File: config.mk
export PLATFORM = sky130hd
export DESIGN_NAME = alu_result_fifo
export DESIGN_NICKNAME = d
export VERILOG_FILES = /design/src/rtl/alu_result_fifo.sv
export SDC_FILE = /design/constraint.sdc
export NUM_CORES = 1
export LEC_CHECK = 0
export BUFFER_PORTS_ARGS = -buffer_cell sky130_fd_sc_hd__buf_2
export CAP_MARGIN = 15
export CELL_PAD_IN_SITES_DETAIL_PLACEMENT = 1
export CELL_PAD_IN_SITES_GLOBAL_PLACEMENT = 2
export CORE_MARGIN = 2
export CORE_UTILIZATION = 36
export DETAILED_ROUTE_END_ITERATION = 7
export PLACE_DENSITY_LB_ADDON = 0.1
export SKIP_LAST_GASP = 1
export SLEW_MARGIN = 10
export SYNTH_ARGS = -nofsm -noshare
export SYNTH_HDL_FRONTEND = slang
export SYNTH_SLANG_ARGS = --single-unit
File: constraint.sdc
create_clock -name clk -period 2.3 [get_ports clk]
set_clock_uncertainty 0.15 [all_clocks]
set_input_delay 0.46 -clock clk [delete_from_list [all_inputs] [get_ports clk]]
set_output_delay 0.46 -clock clk [all_outputs]
set_load 0.005 [all_outputs]
File: src/rtl/alu_result_fifo.sv
// alu_result_fifo: show-ahead FIFO capturing ALU results/flags/opcode, with saturating zero/negative statistics.
//   Ports: clk, rst_n (async active-low); push side in_valid_i/in_ready_o with in_data_i, in_zer_i, in_neg_i, in_opc_i;
//   pop side out_valid_o/out_ready_i with out_data_o, out_zer_o, out_neg_o, out_opc_o; count_o occupancy;
//   clr_cnt_i clears zero_cnt_o/neg_cnt_o; flag_err_o sticky flag-consistency error.
//   Macro ALU_FLAG_CHECK_EN enables the flag checker; otherwise flag_err_o is tied low.
module alu_result_fifo #(
    parameter int WIDTH = 16,
    parameter int DEPTH = 4,
    parameter int CNT_W = 8
) (
    input  logic                       clk,
    input  logic                       rst_n,
    input  logic                       in_valid_i,
    output logic                       in_ready_o,
    input  logic [WIDTH-1:0]           in_data_i,
    input  logic                       in_zer_i,
    input  logic                       in_neg_i,
    input  logic [2:0]                 in_opc_i,
    output logic                       out_valid_o,
    input  logic                       out_ready_i,
    output logic [WIDTH-1:0]           out_data_o,
    output logic                       out_zer_o,
    output logic                       out_neg_o,
    output logic [2:0]                 out_opc_o,
    output logic [$clog2(DEPTH):0]     count_o,
    input  logic                       clr_cnt_i,
    output logic [CNT_W-1:0]           zero_cnt_o,
    output logic [CNT_W-1:0]           neg_cnt_o,
    output logic                       flag_err_o
);
    localparam int AW = $clog2(DEPTH);
    localparam int CW = AW + 1;
    localparam int EW = WIDTH + 5;

    logic [EW-1:0]    mem_q [DEPTH];
    logic [AW-1:0]    wr_q, wr_d, rd_q, rd_d, head_idx;
    logic [CW-1:0]    cnt_q, cnt_d;
    logic [CNT_W-1:0] zero_q, zero_d, neg_q, neg_d;
    logic             push, pop;

    assign in_ready_o  = cnt_q != CW'(DEPTH);
    assign out_valid_o = cnt_q != '0;
    assign push        = in_valid_i & in_ready_o;
    assign pop         = out_valid_o & out_ready_i;
    assign count_o     = cnt_q;
    assign zero_cnt_o  = zero_q;
    assign neg_cnt_o   = neg_q;

    // When empty, the slot just behind the read pointer is the last entry read;
    // it cannot be overwritten until a push makes the FIFO non-empty again.
    assign head_idx = out_valid_o ? rd_q : rd_q - 1'b1;
    assign {out_opc_o, out_zer_o, out_neg_o, out_data_o} = mem_q[head_idx];

    always_comb begin
        wr_d   = push ? wr_q + 1'b1 : wr_q;
        rd_d   = pop ? rd_q + 1'b1 : rd_q;
        cnt_d  = (push && !pop) ? cnt_q + 1'b1 : (pop && !push) ? cnt_q - 1'b1 : cnt_q;
        zero_d = clr_cnt_i ? '0 : (push && in_zer_i && !(&zero_q)) ? zero_q + 1'b1 : zero_q;
        neg_d  = clr_cnt_i ? '0 : (push && in_neg_i && !(&neg_q)) ? neg_q + 1'b1 : neg_q;
    end

    always_ff @(posedge clk or negedge rst_n) begin
        if (!rst_n) begin
            for (int i = 0; i < DEPTH; i++) mem_q[i] <= '0;
            wr_q   <= '0;
            rd_q   <= '0;
            cnt_q  <= '0;
            zero_q <= '0;
            neg_q  <= '0;
        end else begin
            if (push) mem_q[wr_q] <= {in_opc_i, in_zer_i, in_neg_i, in_data_i};
            wr_q   <= wr_d;
            rd_q   <= rd_d;
            cnt_q  <= cnt_d;
            zero_q <= zero_d;
            neg_q  <= neg_d;
        end
    end

`ifdef ALU_FLAG_CHECK_EN
    logic flag_q, flag_d;

    // Sticky: only reset clears it, clr_cnt_i deliberately does not.
    always_comb begin
        flag_d = flag_q | (push & ((in_zer_i != (in_data_i == '0)) | (in_neg_i != in_data_i[WIDTH-1])));
    end

    always_ff @(posedge clk or negedge rst_n) begin
        if (!rst_n) flag_q <= 1'b0;
        else flag_q <= flag_d;
    end

    assign flag_err_o = flag_q;
`else
    assign flag_err_o = 1'b0;
`endif
endmodule

# ---- After elaboration in Yosys (flattened, before gate mapping)
# Cells that the tools add are included.
dict set report totals {
  latchBits 0
  n_memories 0
  ramBits 0
  register_bits 107
  input_bits 26
  rom_bits 0
}
dict set report classes {
  add_sub_neg 7
  bitwise 4
  order_cmp 3
  n_shift 0
  n_reduce_logical 17
  muxes 13
  n_div 0
  mul 0
  n_eq_ne 1
}
# operator count
set ops {}
lappend ops {{84-bit bitwise mux} 1}
lappend ops {{21-bit two-way mux} 3}
lappend ops {{21-bit binary-select mux with 2-bit select} 1}
lappend ops {{21-bit demux with 2-bit select} 1}
lappend ops {{8-bit two-way mux} 4}
lappend ops {{8-bit by 1-bit adder with 8-bit output, second input constant} 2}
lappend ops {{8-bit AND reduction} 2}
lappend ops {{1-bit logical AND} 7}
lappend ops {{3-bit greater-or-equal comparator, second input constant} 2}
lappend ops {{3-bit two-way mux} 2}
lappend ops {{2-bit NOT with 3-bit output} 2}
lappend ops {{2-bit nonzero test} 3}
lappend ops {{2-bit by 1-bit adder with 2-bit output, second input constant} 2}
lappend ops {{1-bit logical NOT} 4}
lappend ops {{3-bit by 1-bit adder with 3-bit output, second input constant} 1}
lappend ops {{3-bit by 1-bit less-than comparator with 1-bit output, second input constant} 1}
lappend ops {{3-bit != test, second input constant} 1}
lappend ops {{3-bit nonzero test} 1}
lappend ops {{3-bit by 1-bit subtractor with 3-bit output, second input constant} 1}
lappend ops {{1-bit bitwise AND} 2}
lappend ops {{2-bit two-way mux} 1}
lappend ops {{2-bit by 1-bit subtractor with 2-bit output, second input constant} 1}

# ---- Longest topological paths before layout
# Gate-level depths: netlist (run 1).
dict set report depth {
  depth_word 6
  depth_mapped 11
}

# ---- Least setup slack after synthesis (run 1)
# OpenSTA, ideal clock, no wires.
dict set report synth_timing {
  path_type {register -> register}
  start {reg cnt_q[1], in the netlist count_o[1]}
  end {reg cnt_q[2], in the netlist count_o[2]}
  stages_incl_launch_ff 12
  slack_ps -225
  n_path_buf 2
  arrival_time_ps 2296
  synth_period_minus_slack_ps 2525
  required_ps 2071
  path_cell_list {dfrtp_1 nor3_2 inv_2 clkbuf_1 clkbuf_1 nand2_1 ha_1 inv_1 fa_1 xor2_1 nor2_1 xor2_1}
}
dict set report synth_between {
  elab_chain_len 5
  elab_cells_between_ends 13
}
# element line
set synth_lines {}
lappend synth_lines {{from (decl)} 37} ;# logic [CW-1:0] cnt_q, cnt_d;
lappend synth_lines {{from (signal assigned)} 74} ;# cnt_q <= cnt_d;
lappend synth_lines {{3-bit nonzero test *} 42} ;# assign out_valid_o = cnt_q != '0;
lappend synth_lines {{named net out_valid_o} 19} ;# output logic out_valid_o,
lappend synth_lines {{1-bit bitwise AND *} 44} ;# assign pop = out_valid_o & out_ready_i;
lappend synth_lines {{1-bit logical NOT} 57} ;# cnt_d = (push && !pop) ? cnt_q + 1'b1 : (pop && !push) ? cnt_q - 1'b1 : cnt_q;
lappend synth_lines {{1-bit logical AND} 57}
lappend synth_lines {{3-bit two-way mux or 2-bit nonzero test (tied branches)} -}
# Mark *: on every way through the listed nets, which the timed path passes. The rest lies on a longest branch. The select of a mux whose other input is x is not followed.
# A chain may end at the register's enable or synchronous reset.

# ---- Final worst setup path (run 1)
dict set report layout_timing {
  start {reg cnt_q[0], in the netlist count_o[0]}
  end {out out_data_o[10]}
}
dict set report layout_between {
  elab_chain_len 6
}
# element line
set layout_lines {}
lappend layout_lines {{3-bit nonzero test} 42}
lappend layout_lines {{2-bit two-way mux} 51} ;# assign head_idx = out_valid_o ? rd_q : rd_q - 1'b1;
lappend layout_lines {{2-bit NOT with 3-bit output (implied by the code)} 52} ;# assign {out_opc_o, out_zer_o, out_neg_o, out_data_o} = mem_q[head_idx];
lappend layout_lines {{21-bit binary-select mux with 2-bit select} 52}
lappend layout_lines {{21-bit two-way mux (implied by the code) (2 in series)} 52}
lappend layout_lines {{to (decl)} 21} ;# output logic [WIDTH-1:0] out_data_o,
# Every way passes these cells. The select of a mux whose other input is x is not followed.

==> flow_metrics.py, run 1 <==
metrics = {
    "hold_path": {
        "hp-class": "in2async",
    },
    "pwr": {
        "p_per_area_nw_per_um2": 1498,
        "ir_drop_uv": 634.3,
        "leakagePower_nw": 3.451,
    },
    "finish": {
        "design_area_um2": 7326,
        "finish.net_count": 629,
        "area_growth_pct": 19.34,
        "diodes": 0,
        "layout-drive-gt1-share_pct": 39.33,
    },
    "timing": {
        "setup_tns_ns": -4.888,
        "whs_ns": 0.01172,
        "fin_crit_ns": 2.568,
        "setup_viol": 21,
        "slew_viol_final": 0,
        "max-slew-margin-rel_pct": 58.12,
        "max_freq_ghz": 0.3895,
        "finalCritPeriodShare_pct": 111.6,
        "finalHoldViolCount": 0,
        "rsz0062_at_grt": "yes",
        "worst_pin_slew_ns": 0.6282,
        "worst_slack_ns": -0.2677,
    },
    "yosys": {
        "synth_simple_gate_area_share_pct": 11.33,
        "ys_warn_count": 0,
        "synthesis.area_um2": 6138,
        "synth_edf_count": 0,
        "ys_seq_area_share_pct": 43.62,
        "synth.avg_cell_area_um2": 11.71,
        "synth_nets": 558,
        "synth_top_family_by_area": "multiplexers",
        "ys_seq_elements": 107,
        "synth_cells": 524,
        "synthMuxAreaShare_pct": 24.42,
        "synthFlopType": "dfrtp_1",
        "yosysUniqueCellTypes": 44,
        "synth_fa_ha_area_share_pct": 1.753,
        "yosys.area.top_type": "dfrtp_1",
        "synthArstFlopShare_pct": 100.0,
        "synth_xor_area_share_pct": 0.9988,
        "synth_compound_area_share_pct": 12.17,
        "synth_area_leaders": "dfrtp_1, mux2_4, mux2i_1, o21ai_0, buf_12",
        "yosys.area.top_type_share_pct": 43.62,
    },
    "clock_network": {
        "clk_pin_slew_ns": 0.07,
        "cts_hold_buf": 0,
        "clock_sinks": 107,
        "cts-root-buf": "clkbuf_16",
        "cts_tree": "done",
        "numCtsBuffers": 9,
        "clk_latency_ns": 0.36,
        "cts_max_level": 3,
        "cts_buffer_depth": 2,
    },
    "global_route": {
        "use_met1_pct": 24.48,
        "grt_pass1_vias": 4754,
        "grt_use_met3_pct": 3.491,
        "top_usage_layer": "met2",
        "grt_max_degree": 108,
        "grt_use_total_pct": 18.62,
        "grt_pass1_wl_mm": 26.15,
        "use_met2_pct": 31.12,
        "overflow": 0,
        "antenna_found_initial": 0,
    },
    "die": {
        "ios": 69,
        "die_y_um": 134.6,
        "die_w_um": 134.6,
        "fp-row-count": 47,
        "core-area_um2": 16640,
        "start_util_pct": 36.88,
        "die_area_um2": 18110,
    },
    "critical_path": {
        "startpoint_type": "flop",
        "worst-setup-path-type": "reg2out",
        "crit_path_end_kind": "primary output",
        "required_ns": 1.69,
        "critPathMaxFanout": 24,
        "crit_arrival_ns": 1.96,
    },
    "placement": {
        "place_area_um2": 6686,
        "pre_cts_slack_ns": -0.01702,
        "port_buffers": 67,
        "place.gp.congestion": 0.7148,
        "dp_hpwl_mm": 9.991,
    },
    "route": {
        "dr.pass1.iters": 4,
        "final_antenna_net_count": 0,
        "drc": 0,
        "vias": 4450,
        "first_iter_violations": 169,
        "viasPerCell": 5.427,
        "route.detailed.wl_per_inst_um": 20.36,
        "routed_wl_mm": 16.70,
    },
    "job": {
        "max_cap_violations": 0,
    },
    "status": {
        "violations": "setup timing",
        "status": "complete, but fails checks",
    },
}
==> cell families after synthesis <==
kind of cell,count (synthesis)
adders and majority gates,8
and+or+nand+nor,111
AOI/OAI and AO/OA,131
other,1
muxes,109
DFF,107
buffers and inverters,50
xor gates and xnor gates,7
==> sequential cells by signal, summed over array words and instances (netlist names) <==
name,flops
neg_cnt_o,8
rd_q,2
count_o,3
zero_cnt_o,8
wr_q,2
mem_q,84
==> final timing paths <==
path                        startpoint              to  slack (ns)  depth (start not counted)
max                         count_o[0]  out_data_o[10]       -0.27                          8
min                              rst_n       mem_q[27]        0.01                          2
max reg2reg                 count_o[0]      count_o[1]        0.01                          7
min reg2reg                  mem_q[41]       mem_q[41]        0.34                          1
max in group asynchronous        rst_n         rd_q[1]        1.45                          2
min in group clk           in_opc_i[2]       mem_q[62]        0.21                          2
==> cell usage in the layout (no fill, tap or decap), drive strengths merged, types with 3 or more instances in the layout <==
master / netlist / layout
ha: 7 / 7
nor2: 27 / 27
nand2: 11 / 13
o31ai: 5 / 5
dfrtp: 107 / 107
and3: 24 / 24
inv: 7 / 7
buf: 19 / 100
or4: 6 / 6
a211oi: 21 / 21
or3: 4 / 4
mux2i: 23 / 23
nand3: 9 / 9
xnor2: 4 / 4
a21oi: 32 / 32
xor2: 3 / 3
nor3b: 20 / 20
clkbuf: 24 / 13
o21ai: 66 / 66
mux2: 86 / 86
==> final cells by class <==
| type | count | area [um2] |
|---|---|---|
| inverter | 7 | 33.78 |
| sequential | 107 | 2685 |
| multi-input combinational | 369 | 3258 |
| clock inverter | 4 | 72.57 |
| clock buffer | 12 | 256.5 |
| fill | 1759 | 9316 |
| timing repair buffer | 101 | 744.5 |
| tap | 220 | 275.3 |
==> cells in the mapped netlist, drive strengths merged (5+ instances only) <==
cell	number
or4	6
ha	7
nand3	9
o21ai	66
mux2i	23
nor2	27
inv	7
and3	24
a211oi	21
nor3b	20
clkbuf	24
mux2	86
dfrtp	107
o31ai	5
a21oi	32
buf	19
nand2	11
==> critical path, stage by stage (launching register included) <==
cell and delay [ns]:
dfrtp_2 0.43, nor3_4 0.22, buf_12 0.15, inv_8 0.05, buf_6 0.16, and3_1 0.19
o21ai_1 0.13, o21ai_1 0.11, buf_2 0.14
==> report_power, final <==
| part | internal (mW) | switching (mW) | leakage, nW |
|---|---|---|---|
| Sequential | 2.74 | 0.645 | 1.30 |
| Combinational | 3.12 | 2.75 | 1.99 |
| Clock | 1.01 | 0.718 | 0.159 |
| Total | 6.87 | 4.11 | 3.45 |
==> layer usage <==
metal,up-vias,routed length (um)
li1,2049,-
met1,2315,7719
met2,67,8201
met3,19,480
met4,0,294
met5,-,0
==> stage by stage <==
| step | std cells | util, % | power [mW] |
|---|---|---|---|
| floorplan | 524 | - | 7.131 |
| global placement | 789 | 40.18 | 8.499 |
| detailed placement | 789 | 40.18 | 8.713 |
| CTS | 818 | 43.59 | 10.93 |
| global route | 820 | 44.02 | 11.72 |
| finish | 820 | 44.02 | 10.98 |
==> timing repair <==
action,CTS,global route
cloned,2,2
endpoints found under the setup margin,21,25
buffers inserted,11,0
pin swaps,5,10
resized for setup,26,21
Note: power is estimated with default switching activity, not from simulation.
==> inputs of run 2 (changes only) <==
--- a/config.mk
+++ b/config.mk
@@ -5,7 +5,7 @@
 export SDC_FILE = /design/constraint.sdc
 export NUM_CORES = 1
 export LEC_CHECK = 0
-export BUFFER_PORTS_ARGS = -buffer_cell sky130_fd_sc_hd__buf_2
+export BUFFER_PORTS_ARGS = -buffer_cell sky130_fd_sc_hd__clkbuf_2
 export CAP_MARGIN = 15
 export CELL_PAD_IN_SITES_DETAIL_PLACEMENT = 1
 export CELL_PAD_IN_SITES_GLOBAL_PLACEMENT = 2
@@ -13,6 +13,7 @@
 export CORE_UTILIZATION = 36
 export DETAILED_ROUTE_END_ITERATION = 7
 export PLACE_DENSITY_LB_ADDON = 0.1
+export RECOVER_POWER = 100
 export SKIP_LAST_GASP = 1
 export SLEW_MARGIN = 10
 export SYNTH_ARGS = -nofsm -noshare
==> run 2 against run 1 <==
The run still ends with setup timing left. Hold slack gained 0.22 ns. Utilization about the same. Register-to-register slack worse by 0.05 ns. Largest cell class unchanged. Largest power group unchanged.
==> flow_metrics.py, run 2 (synthesis results as in run 1) <==
metrics = {
    "status": {
        "status": "complete, but fails checks",
        "violations": "setup timing",
    },
    "critical_path": {
        "timing.reg2reg.setup_slack_ns": -0.04,
        "crit_path_end_kind": "primary output",
        "required_ns": 1.69,
        "slowest_delay_ns": 0.45,
        "slowest_stage": "dfrtp_2",
        "critPathMaxFanout": 5,
        "crit_buf_inv": 4,
        "reg2reg_to": "count_o[2]",
        "worst-setup-path-type": "reg2out",
        "rr_startpoint": "count_o[1]",
        "crit_chain": "nor3_4 > inv_4 > nor2_4 > buf_6 > buf_8 > a221oi_2 > o22a_1 > clkbuf_2",
        "startpoint_type": "flop",
        "startpoint": "count_o[1]",
        "rr_worst_depth": 11,
        "critical-path-top-delay-family": "buffers and inverters",
        "crit_arrival_ns": 2.02,
    },
    "clock_network": {
        "cts-root-buf": "clkbuf_16",
        "numCtsBuffers": 9,
        "clk_pin_slew_ns": 0.07,
        "clk_latency_ns": 0.35,
        "cts_max_level": 3,
        "cts_buffer_depth": 2,
        "clock_sinks": 107,
        "cts_tree": "done",
    },
    "timing": {
        "fin_crit_ns": 2.629,
        "finalHoldViolCount": 0,
        "max_freq_ghz": 0.3804,
        "slew_viol_final": 0,
        "setup_viol": 22,
        "worst_slack_ns": -0.3291,
        "max-slew-margin-rel_pct": 49.63,
        "rsz0062_at_grt": "yes",
        "worst_pin_slew_ns": 0.7556,
        "whs_ns": 0.2310,
        "finalCritPeriodShare_pct": 114.3,
    },
    "route": {
        "first_iter_violations": 126,
        "viasPerCell": 5.339,
        "final_antenna_net_count": 0,
        "vias": 4405,
        "routed_wl_mm": 17.01,
        "route.detailed.wl_per_inst_um": 20.62,
        "drc": 0,
        "dr.pass1.iters": 4,
    },
    "finish": {
        "top_register": "mem_q",
        "finish.net_count": 634,
        "diodes": 0,
        "final_cell_count_no_fill": 825,
        "largest_reg_flops": 84,
        "final_common_cell": "dfrtp_1",
        "utilization_pct": 44.00,
        "area_growth_pct": 19.28,
        "final_cell_mix": "dfrtp_1, mux2_4, clkbuf_2",
        "layout-drive-gt1-share_pct": 38.51,
    },
    "global_route": {
        "grt_pass1_wl_mm": 26.19,
        "grt_max_degree": 55,
        "grt_pass1_vias": 4765,
        "overflow": 0,
        "grt_use_total_pct": 18.50,
        "antenna_found_initial": 0,
    },
    "pwr": {
        "ir_drop_uv": 558.4,
        "leakagePower_nw": 3.459,
        "total_power_mw": 10.97,
        "p_per_area_nw_per_um2": 1498,
    },
    "die": {
        "die_w_um": 134.6,
        "die_y_um": 134.6,
        "die_area_um2": 18110,
        "ios": 69,
        "start_util_pct": 36.88,
        "fp-row-count": 47,
        "core-area_um2": 16640,
    },
    "hold_path": {
        "min_from": "in_opc_i[2]",
        "hp-class": "in2reg",
        "min_to": "mem_q[41]",
        "holdPathStages": 2,
    },
    "placement": {
        "dp_hpwl_mm": 10.25,
        "port_buffers": 67,
        "dp_cells": 791,
        "place.gp.congestion": 0.7514,
        "pre_cts_slack_ns": 0.04370,
    },
    "job": {
        "max_cap_violations": 0,
    },
}
run 2: changes by cell type in the layout (fill, tap and decap cells not counted), moves of 4 or more:
| cell | before | now |
|---|---|---|
| o21ai_1 | 42 | 38 |
| clkbuf_2 | 0 | 58 |
| buf_12 | 9 | 3 |
| a21oi_2 | 8 | 1 |
| o21ai_0 | 23 | 28 |
| a21oi_1 | 24 | 31 |
| buf_2 | 66 | 7 |
run 2: final cells by class:
| class | count | area (um2) |
|---|---|---|
| clock buffers | 12 | 246.5 |
| inverters | 7 | 28.78 |
| clock inverters | 4 | 97.59 |
| multi-input cells | 371 | 3274 |
| well taps | 220 | 275.3 |
| flip-flops and latches | 107 | 2683 |
| fillers | 1790 | 9320 |
| repair buffers | 104 | 716.9 |
run 2: worst max path at each step:
stage,end,depth (start not counted)
after CTS,out_opc_o[1],7
after detailed placement,out_opc_o[1],6
after floorplan,count_o[1],8
after global placement,out_data_o[10],7
after global routing,out_data_o[1],8
final,out_opc_o[1],8
run 2: worst reg2reg max path, cell delays in order, from the launching register on:
cell	delay, ns
dfrtp_2	0.45
nor3_4	0.29
inv_4	0.10
buf_4	0.15
buf_6	0.11
nand2_4	0.08
ha_4	0.14
inv_2	0.04
fa_2	0.33
xor2_1	0.15
nor2_1	0.14
xor2_1	0.15
run 2: metal layers:
metal / part of all wire (%) / GRT usage [%] / wire [um] / vias up
li1: - / - / - / 2057
met2: 50 / 31.52 / 8454 / 60
met5: 0 / 0 / 0 / -
met1: 47 / 24.30 / 7952 / 2278
met3: 2.5 / 3.228 / 430 / 10
met4: 1.0 / 5.146 / 172 / 0
run 2: power by group:
| group | leakage [nW] | switching [mW] | internal, mW | total, mW |
|---|---|---|---|---|
| clock network | 0.163 | 0.713 | 1.10 | 1.81 |
| registers | 1.30 | 0.619 | 2.73 | 3.35 |
| logic | 2.00 | 2.78 | 3.03 | 5.81 |
| total | 3.46 | 4.11 | 6.86 | 11.0 |
run 2: what timing repair did:
item | in CTS | in global routing
endpoints found under the setup margin | 21 | 29
pin swaps | 3 | 20
gates resized for setup | 13 | 38
hold buffers | 1 | 0
setup buffers | 4 | 8
endpoints found under the hold margin | 22 | 0
cloned | 0 | 6
run 2: stage by stage:
step	instance area, um2	setup TNS (ns)
3_3_place_gp	6701	0
3_5_place_dp	6701	0
4_1_cts	7131	-4.964
6_report	7322	-6.075
5_1_grt	7322	-9.348
2_1_floorplan	6176	-0.1428
==> inputs of run 3 (changes only) <==
--- a/config.mk
+++ b/config.mk
@@ -11,6 +11,7 @@
 export CELL_PAD_IN_SITES_GLOBAL_PLACEMENT = 2
 export CORE_MARGIN = 2
 export CORE_UTILIZATION = 36
+export CTS_CLUSTER_DIAMETER = 150
 export DETAILED_ROUTE_END_ITERATION = 7
 export PLACE_DENSITY_LB_ADDON = 0.1
 export RECOVER_POWER = 100
==> constraint.sdc (replaced) <==
create_clock -name clk -period 2.22 [get_ports clk]
set_clock_uncertainty 0.15 [all_clocks]
set_input_delay 0.444 -clock clk [delete_from_list [all_inputs] [get_ports clk]]
set_output_delay 0.444 -clock clk [all_outputs]
set_load 0.005 [all_outputs]
==> run 3 against run 2 <==
The run still ends with setup timing left. Critical path type unchanged. Setup slack worse by 0.023 ns. Flip-flop and latch count is the same. Final cell count increased by 0.12%.
==> flow_metrics.py, run 3 (synthesis results as in run 1) <==
metrics = {
    "critical_path": {
        "reg2reg_to": "count_o[2]",
        "crit_arrival_ns": 1.98,
        "worst-setup-path-type": "reg2out",
        "rr_worst_depth": 10,
        "timing.reg2reg.setup_slack_ns": -0.13,
        "slowest_stage": "dfrtp_2",
        "required_ns": 1.63,
        "rr_startpoint": "count_o[1]",
        "critical-path-top-delay-family": "buffers and inverters",
        "startpoint_type": "flop",
        "crit_buf_inv": 3,
        "slowest_delay_ns": 0.44,
        "crit_chain": "nor3_4 > inv_4 > nor2_4 > buf_6 > a211oi_1 > o21ai_1 > clkbuf_2",
        "critPathMaxFanout": 12,
        "crit_path_end_kind": "primary output",
    },
    "timing": {
        "worst_pin_slew_ns": 0.7272,
        "rsz0062_at_grt": "yes",
        "worst_slack_ns": -0.3523,
        "finalHoldViolCount": 0,
        "finalCritPeriodShare_pct": 115.9,
        "max_freq_ghz": 0.3888,
        "setup_tns_ns": -6.736,
        "slew_viol_final": 0,
        "fin_crit_ns": 2.572,
        "setup_viol": 24,
        "max-slew-margin-rel_pct": 51.52,
        "whs_ns": 0.2090,
    },
    "pwr": {
        "leakagePower_nw": 3.500,
        "p_per_area_nw_per_um2": 1507,
        "ir_drop_uv": 559.2,
    },
    "finish": {
        "final_cell_count_no_fill": 826,
        "regArea_um2": 2683,
        "nFillCells": 1781,
        "final_cell_mix": "dfrtp_1, mux2_4, clkbuf_2",
        "final_common_cell": "dfrtp_1",
        "layout-drive-gt1-share_pct": 39.44,
        "top_register": "mem_q",
        "diodes": 0,
        "finish.net_count": 635,
        "largest_reg_flops": 84,
        "area_growth_pct": 20.69,
        "multi_input_area_um2": 3241,
    },
    "global_route": {
        "grt_max_degree": 53,
        "grt_use_total_pct": 18.63,
        "antenna_found_initial": 0,
        "overflow": 0,
        "grt_pass1_vias": 4873,
        "grt_pass1_wl_mm": 26.61,
    },
    "die": {
        "start_util_pct": 36.88,
        "core-area_um2": 16640,
        "fp-row-count": 47,
        "die_area_um2": 18110,
        "ios": 69,
        "die_w_um": 134.6,
        "die_y_um": 134.6,
    },
    "clock_network": {
        "clk_latency_ns": 0.36,
        "cts_tree": "done",
        "numCtsBuffers": 9,
        "cts-root-buf": "clkbuf_16",
        "clk_pin_slew_ns": 0.08,
        "cts_buffer_depth": 2,
        "cts_max_level": 3,
        "clock_sinks": 107,
    },
    "hold_path": {
        "holdPathStages": 2,
        "hp-class": "in2reg",
        "min_from": "in_opc_i[2]",
        "min_to": "mem_q[83]",
    },
    "job": {
        "max_cap_violations": 0,
    },
    "route": {
        "drc": 0,
        "dr.pass1.iters": 4,
        "final_antenna_net_count": 0,
        "first_iter_violations": 198,
        "vias": 4431,
        "route.detailed.wl_per_inst_um": 19.46,
        "routed_wl_mm": 16.07,
        "viasPerCell": 5.364,
    },
    "status": {
        "violations": "setup timing",
        "status": "complete, but fails checks",
    },
    "placement": {
        "place.gp.congestion": 0.7743,
        "port_buffers": 67,
        "dp_hpwl_mm": 11.12,
        "dp_cells": 804,
    },
}
-- run 3: worst max path at each step --
| stage | to | slack (ns) | cells past startpoint | from |
|---|---|---|---|---|
| 6_report | out_data_o[10] | -0.35 | 7 | count_o[1] |
| 5_1_grt | out_zer_o | -0.45 | 7 | count_o[1] |
| 4_1_cts | out_opc_o[2] | -0.34 | 7 | count_o[0] |
| 3_5_place_dp | out_opc_o[2] | -0.04 | 7 | count_o[0] |
| 3_3_place_gp | out_opc_o[1] | 0.04 | 6 | count_o[0] |
| 2_1_floorplan | count_o[1] | -0.17 | 8 | count_o[0] |
-- run 3: per-layer routing --
layer	GRT usage, %	up-vias	routed length [um]
met5	0	-	0
met4	5.322	0	242
met3	3.529	17	444
met2	30.61	70	7845
met1	25.20	2286	7540
li1	-	2058	-
-- run 3: layout make-up --
class / count / area share, %
Clock inverter: 4 / 0.4560
Multi-Input combinational cell: 367 / 43.74
Timing Repair Buffer: 109 / 12.02
Clock buffer: 12 / 3.462
Inverter: 7 / 0.3884
Sequential cell: 107 / 36.21
Tap cell: 220 / 3.716
-- run 3: what timing repair did --
action,4_1_cts,5_1_grt
hold buffers,1,0
gates resized for setup,10,43
pin swaps,1,4
setup buffers,3,2
cloned,0,0
hold endpoints to repair,23,0
endpoints found under the setup margin,21,109
-- run 3: stage by stage --
step	worst slack [ns]	area, um2	utilization [%]	power [mW]
after floorplan	-0.1660	6176	-	7.388
after global placement	0.04417	6962	41.83	9.096
after detailed placement	-0.04289	6962	41.83	9.329
after CTS	-0.3405	7303	43.88	11.07
after global routing	-0.4522	7408	44.52	11.96
final	-0.3523	7408	44.52	11.16
-- run 3: report_power, final --
group | internal (mW) | total [mW] | switching [mW]
Clock | 0.833 | 1.60 | 0.767
Sequential | 2.83 | 3.48 | 0.647
Combinational | 3.30 | 6.08 | 2.78
Total | 6.97 | 11.2 | 4.20
